`src/rtl/cond_pkg.sv`:
```
// Shared types for the input symbol conditioner: the 2-bit {i2, i1} symbol
// and the debounce FSM state encoding.
package cond_pkg;

  localparam int SYM_W = 2;

  typedef logic [SYM_W-1:0] sym_t;

  typedef enum logic [1:0] {
    DISABLED    = 2'd0,
    WAIT_CHANGE = 2'd1,
    SETTLING    = 2'd2,
    COMMIT      = 2'd3
  } cond_state_t;

endpackage

```
`src/rtl/sym_fifo.sv`:
```
// First-word-fall-through symbol FIFO. A push on a full FIFO is accepted only
// when a pop frees a slot in the same cycle; otherwise it is ignored here.
module sym_fifo
  import cond_pkg::*;
#(
  parameter int DEPTH = 4,
  parameter int LVL_W = $clog2(DEPTH) + 1
) (
  input  logic             clk,
  input  logic             reset,
  input  logic             push,
  input  sym_t             push_data,
  input  logic             pop,
  output sym_t             head,
  output logic             full,
  output logic             empty,
  output logic [LVL_W-1:0] level
);

  localparam int PTR_W = $clog2(DEPTH);

  sym_t             mem_q [DEPTH];
  sym_t             mem_d [DEPTH];
  logic [PTR_W-1:0] wr_ptr_q, wr_ptr_d;
  logic [PTR_W-1:0] rd_ptr_q, rd_ptr_d;
  logic [LVL_W-1:0] level_q, level_d;
  logic             pop_ok;
  logic             push_ok;

  assign empty   = (level_q == '0);
  assign full    = (level_q == LVL_W'(DEPTH));
  assign pop_ok  = pop && !empty;
  assign push_ok = push && (!full || pop_ok);

  always_comb begin
    mem_d    = mem_q;
    wr_ptr_d = wr_ptr_q;
    rd_ptr_d = rd_ptr_q;
    level_d  = level_q;
    if (push_ok) begin
      mem_d[wr_ptr_q] = push_data;
      wr_ptr_d        = wr_ptr_q + PTR_W'(1);
    end
    if (pop_ok) begin
      rd_ptr_d = rd_ptr_q + PTR_W'(1);
    end
    if (push_ok && !pop_ok) begin
      level_d = level_q + LVL_W'(1);
    end else if (pop_ok && !push_ok) begin
      level_d = level_q - LVL_W'(1);
    end
  end

  always_ff @(posedge clk) begin
    if (reset) begin
      for (int i = 0; i < DEPTH; i++) mem_q[i] <= '0;
      wr_ptr_q <= '0;
      rd_ptr_q <= '0;
      level_q  <= '0;
    end else begin
      mem_q    <= mem_d;
      wr_ptr_q <= wr_ptr_d;
      rd_ptr_q <= rd_ptr_d;
      level_q  <= level_d;
    end
  end

  // Head reads as zero while empty so the outputs are clean after reset.
  assign head  = empty ? sym_t'(0) : mem_q[rd_ptr_q];
  assign level = level_q;

endmodule

```
`src/rtl/input_symbol_conditioner.sv`:
```
// Synchronises and debounces the raw i2/i1 pins as one symbol, queues each
// accepted change and offers it downstream over valid/ready.
module input_symbol_conditioner
  import cond_pkg::*;
#(
  parameter int DEBOUNCE_CYCLES = 16,
  parameter int CNT_W           = 5,
  parameter int FIFO_DEPTH      = 4
) (
  input  logic                          clk,
  input  logic                          reset,
  input  logic                          raw_i2,
  input  logic                          raw_i1,
  input  logic                          enable,
  output logic                          sym_valid,
  input  logic                          sym_ready,
  output logic                          sym_i2,
  output logic                          sym_i1,
  output logic                          stable_i2,
  output logic                          stable_i1,
  output logic [$clog2(FIFO_DEPTH):0]   fifo_level,
  output logic                          overflow
);

  localparam int LVL_W = $clog2(FIFO_DEPTH) + 1;
  localparam logic [CNT_W-1:0] CNT_LAST = CNT_W'(DEBOUNCE_CYCLES - 1);

  // Handshake: a symbol transfers on any edge where sym_valid && sym_ready;
  // sym_valid never depends on sym_ready and the head holds until popped.

  sym_t        sync1_q, sync1_d;
  sym_t        sync2_q, sync2_d;
  sym_t        cand_q, cand_d;
  sym_t        stable_q, stable_d;
  logic [CNT_W-1:0] cnt_q, cnt_d;
  cond_state_t state_q, state_d;
  logic        overflow_q, overflow_d;

  logic        push;
  logic        pop;
  logic        fifo_full;
  logic        fifo_empty;
  sym_t        fifo_head;
  sym_t        s;

  assign s       = sync2_q;
  assign sync1_d = {raw_i2, raw_i1};
  assign sync2_d = sync1_q;
  assign pop     = sym_ready && !fifo_empty;

  always_comb begin
    state_d  = state_q;
    cand_d   = cand_q;
    stable_d = stable_q;
    cnt_d    = cnt_q;
    push     = 1'b0;
    if (state_q == COMMIT) begin
      // Commit always finishes, even if enable drops this cycle.
      stable_d = cand_q;
      push     = 1'b1;
      state_d  = WAIT_CHANGE;
    end else if (!enable) begin
      state_d = DISABLED;
      cnt_d   = '0;
    end else begin
      case (state_q)
        DISABLED: begin
          cnt_d   = '0;
          state_d = WAIT_CHANGE;
        end
        WAIT_CHANGE: begin
          if (s != stable_q) begin
            cand_d  = s;
            cnt_d   = '0;
            state_d = SETTLING;
          end
        end
        SETTLING: begin
          if (s == cand_q) begin
            if (cnt_q == CNT_LAST) begin
              state_d = COMMIT;
            end else begin
              cnt_d = cnt_q + CNT_W'(1);
            end
          end else if (s == stable_q) begin
            state_d = WAIT_CHANGE;
          end else begin
            cand_d = s;
            cnt_d  = '0;
          end
        end
        default: state_d = WAIT_CHANGE;
      endcase
    end
  end

  // A push the FIFO cannot take (full, no pop) is lost; remember it.
  assign overflow_d = overflow_q | (push && fifo_full && !pop);

  always_ff @(posedge clk) begin
    if (reset) begin
      sync1_q    <= '0;
      sync2_q    <= '0;
      cand_q     <= '0;
      stable_q   <= '0;
      cnt_q      <= '0;
      state_q    <= WAIT_CHANGE;
      overflow_q <= 1'b0;
    end else begin
      sync1_q    <= sync1_d;
      sync2_q    <= sync2_d;
      cand_q     <= cand_d;
      stable_q   <= stable_d;
      cnt_q      <= cnt_d;
      state_q    <= state_d;
      overflow_q <= overflow_d;
    end
  end

  sym_fifo #(
    .DEPTH (FIFO_DEPTH),
    .LVL_W (LVL_W)
  ) u_fifo (
    .clk       (clk),
    .reset     (reset),
    .push      (push),
    .push_data (cand_q),
    .pop       (pop),
    .head      (fifo_head),
    .full      (fifo_full),
    .empty     (fifo_empty),
    .level     (fifo_level)
  );

  assign sym_valid = !fifo_empty;
  assign sym_i2    = fifo_head[1];
  assign sym_i1    = fifo_head[0];
  assign stable_i2 = stable_q[1];
  assign stable_i1 = stable_q[0];
  assign overflow  = overflow_q;

endmodule

```
`config.mk`:
```
export PLATFORM = sky130hd
export DESIGN_NAME = input_symbol_conditioner
export DESIGN_NICKNAME = d
export VERILOG_FILES = /design/src/rtl/cond_pkg.sv /design/src/rtl/sym_fifo.sv /design/src/rtl/input_symbol_conditioner.sv
export SDC_FILE = /design/constraint.sdc
export NUM_CORES = 1
export LEC_CHECK = 0
export BUFFER_PORTS_ARGS = -buffer_cell sky130_fd_sc_hd__buf_2
export CAP_MARGIN = 40
export CORE_ASPECT_RATIO = 0.7
export CORE_MARGIN = 3
export CORE_UTILIZATION = 40
export DETAILED_ROUTE_END_ITERATION = 8
export SKIP_CTS_REPAIR_TIMING = 1
export SYNTH_ARGS = -nofsm -noshare
export SYNTH_HDL_FRONTEND = slang
export SYNTH_HIERARCHICAL = 1
export SYNTH_SLANG_ARGS = --single-unit
```
`constraint.sdc`:
```
create_clock -name clk -period 3.4 [get_ports clk]
set_clock_uncertainty 0.1 [all_clocks]
set_input_delay 0.51 -clock clk [delete_from_list [all_inputs] [get_ports clk]]
set_output_delay 0.51 -clock clk [all_outputs]
set_load 0.01 [all_outputs]
```
==> results.md <==
- Sequential share of power: 47.8%
- I/O pins: 15
- Fin nets: 220
- Initial DRC Count: 172
- Fmax: 355 MHz
- Cells along the critical path: nor3_1 > buf_4 > nor2b_1 > or4b_1 > and2_4 > ha_1 > inv_1 > fa_1 > xor2_1 > or3_1 > a21oi_1
- Final Max Slew Viols: 0
- Yosys cell types: 50
- Post-Syn Instances: 185
- Post-Syn Nets: 203
- Pwr Density: 410 mW/mm^2
- Clock Latency Late Sink: 280 ps
- Mapped cell area: 0.00181 sq mm
- Net Sw Power: 0.000242 W
- Int Pwr: 0.000588 W
- Clock power share: 33.5%
- Fillcell total: 423
- Remaining global-route overflow: 0
- WL per Instance: 14.9 um
- Most frequent cell after synthesis: dfxtp_1
- GRT Total Usage: 15.4%
- Initial antenna violation count: 0
- Initial core utilization: 43.9%
- Top_reg_cell synth: dfxtp_1
- Met2 Usage GRT: 20.3%
- Min-delay worst type: in2reg
- Crit path buf inv count: 2
- CTS tree: yes
- VDD IR-drop max: 0.000198 V
- Sw frac: 29.1%
- Row count: 19
- #FFs+latches synth: 31
- Total clock buffers created by CTS: 5
- Total negative slack: 0 ps
- Mean number of vias per cell: 5.38
- Placed instance area: 0.00194 sq mm
- Met3 Use GR: 4.23%
- First-pass GRT wire length: 6.62 mm
- Largest net degree at the start of global routing: 37
- Part of the power in combinational logic: 18.7%
- Routability congestion estimate from global placement: 0.797
- Mean Syn Cell Area: 9.81 sq um
- EDFF count, synth: 0
- P&R area growth vs syn: 11.4%
- DP HPWL: 2.85 mm
- Final WL: 3.81 mm
- Share of cells above drive strength 1: 20.7%
- Finished Core Util: 48.9%
- Worst Path Arrival: 2930 ps
- Worst Tran Pin Value: 615 ps
- Leakage Power: 0.815 nW
- Die ar.: 0.00539 sq mm
- Slew margin rel.: 59.0%
- DR pass1 iterations: 4
- Delay-heaviest family, CP: simple AND/OR/NAND/NOR gates
- CP max-delay cell: or4b_1
- Critical path class: reg2reg
- Final period util: 82.9%
- PnR worst setup slack: 580 ps
- Delay of the slowest critical-path stage: 600 ps
- Met1 Use GR: 24.2%
- CP Launch Type: flop
- Worst EP required: 3510 ps
- Synth top area cells: dfxtp_1, mux2i_1, ha_1, nand2b_1, xor2_2
- RSZ-0062 raised after global routing: false
- Die Y: 62.3 um
- DR vias: 1,372
- Area of the core: 0.00414 sq mm
- Clock-pin slew on the worst setup and hold paths: 60 ps
- DRT antenna net count: 0
- Vias in the first global route: 1,322
- Max-cap violation count: 0
- Clk sink count: 31
- Final Hold Fails: 0
- Residual DRC: 0
- GRT busiest layer: met1
- I/O Buffers: 14
- Die Span X: 86.5 um
- Post-layout min period: 2820 ps
- Async set-reset flop share out of synthesis: 0%
- Root Driver: clkbuf_8
- Design Area, Final: 0.00202 sq mm
- Outcome: finished clean
- Highest net fanout along the worst path: 7
- Yosys warnings: 6
- Setup crit end kind: flop
- Place WS: 559 ps
- H-tree depth: 2
- Clock tree buffer depth: 2
- Setup Viol. Count Final: 0
- Yosys top cell by area: dfxtp_1
- Commonest cells in the netlist: dfxtp_1, mux2i_1, nand2b_1
- # diodes: 0
- Register area share after synthesis: 34.2%
- Share of the synthesized area in the top cell type: 34.2%
-- power by group through the flow --
| stage | registers [W] | clock network, W | logic, W |
|---|---|---|---|
| final | 0.000397 | 0.000278 | 0.000155 |
| after global routing | 0.000400 | 0.000306 | 0.000175 |
| after CTS | 0.000397 | 0.000288 | 0.000157 |
| after detailed placement | 0.000405 | 0 | 0.000157 |
| after global placement | 0.000403 | 0 | 0.000147 |
| after floorplan | 0.000403 | 0 | 0.000114 |
-- sequential cells by signal, indices dropped and copies added, names as in the netlist --
| register | flops |
|---|---|
| sync1_q | 2 |
| u_fifo/rd_ptr_q | 2 |
| state_q | 2 |
| cnt_q | 5 |
| u_fifo/level | 3 |
| u_fifo/wr_ptr_q | 2 |
| cand_q | 2 |
| s | 2 |
| stable_q | 2 |
| u_fifo/mem_q | 8 |
| overflow | 1 |
-- layout by cell type (no fill, tap or decap), drive strengths merged, types with 4 or more instances in the layout --
master and instances:
dfxtp 31, buf 16, nand2b 14, mux2i 14, inv 13, nor2 13
ha 11, nor2b 7, clkbuf 7, xor2 7, nand3 6, a31oi 6
nand2 5, o21ai 5, nor3 4, a21oi 4, or3 4
-- final cells by class --
class / count / area (sq um) / area share, %
clock buffer: 7 / 76.3 / 3.77
clock inverter: 1 / 5.00 / 0.248
inverter: 13 / 48.8 / 2.41
multi-input combinational: 135 / 1120 / 55.4
sequential: 31 / 621 / 30.7
tap: 52 / 65.1 / 3.22
timing repair buffer: 16 / 85.1 / 4.21
-- final timing paths --
kind / startpoint / endpoint / slack, ps / cells after the start
hold reg to reg: sync1_q[0] / s[0] / 340 / 1
hold / removal: raw_i2 / sync1_q[1] / 340 / 2
setup / recovery: u_fifo/level[0] / u_fifo/level[2] / 580 / 11
setup reg to reg: u_fifo/level[0] / u_fifo/level[2] / 580 / 11
-- cells by family (layout without fill, tap and decap cells) --
group / count (synthesis) / in the layout / share of synthesized area, %
mux: 16 / 16 / 10.2
compound gates: 28 / 28 / 12.3
fa+ha+maj: 12 / 12 / 8.69
simple gates: 70 / 70 / 24.6
buf+inv: 19 / 37 / 4.00
flops: 31 / 31 / 34.2
xor+xnor: 9 / 9 / 6.00
-- per-stage QoR --
step / std cells / hold WS [ps] / total power (W)
2_1_floorplan: 185 / 314 / 0.000516
3_3_place_gp: 247 / 318 / 0.000550
3_5_place_dp: 247 / 328 / 0.000562
4_1_cts: 255 / 330 / 0.000842
5_1_grt: 255 / 349 / 0.000881
6_report: 255 / 337 / 0.000830
-- layer usage --
metal | routed length, um | vias to the layer above
met5 | 0 | -
met4 | 35 | 0
met2 | 1560 | 30
met3 | 200 | 5
met1 | 2010 | 650
li1 | - | 687
No activity file was read; power rests on OpenSTA's default activity.
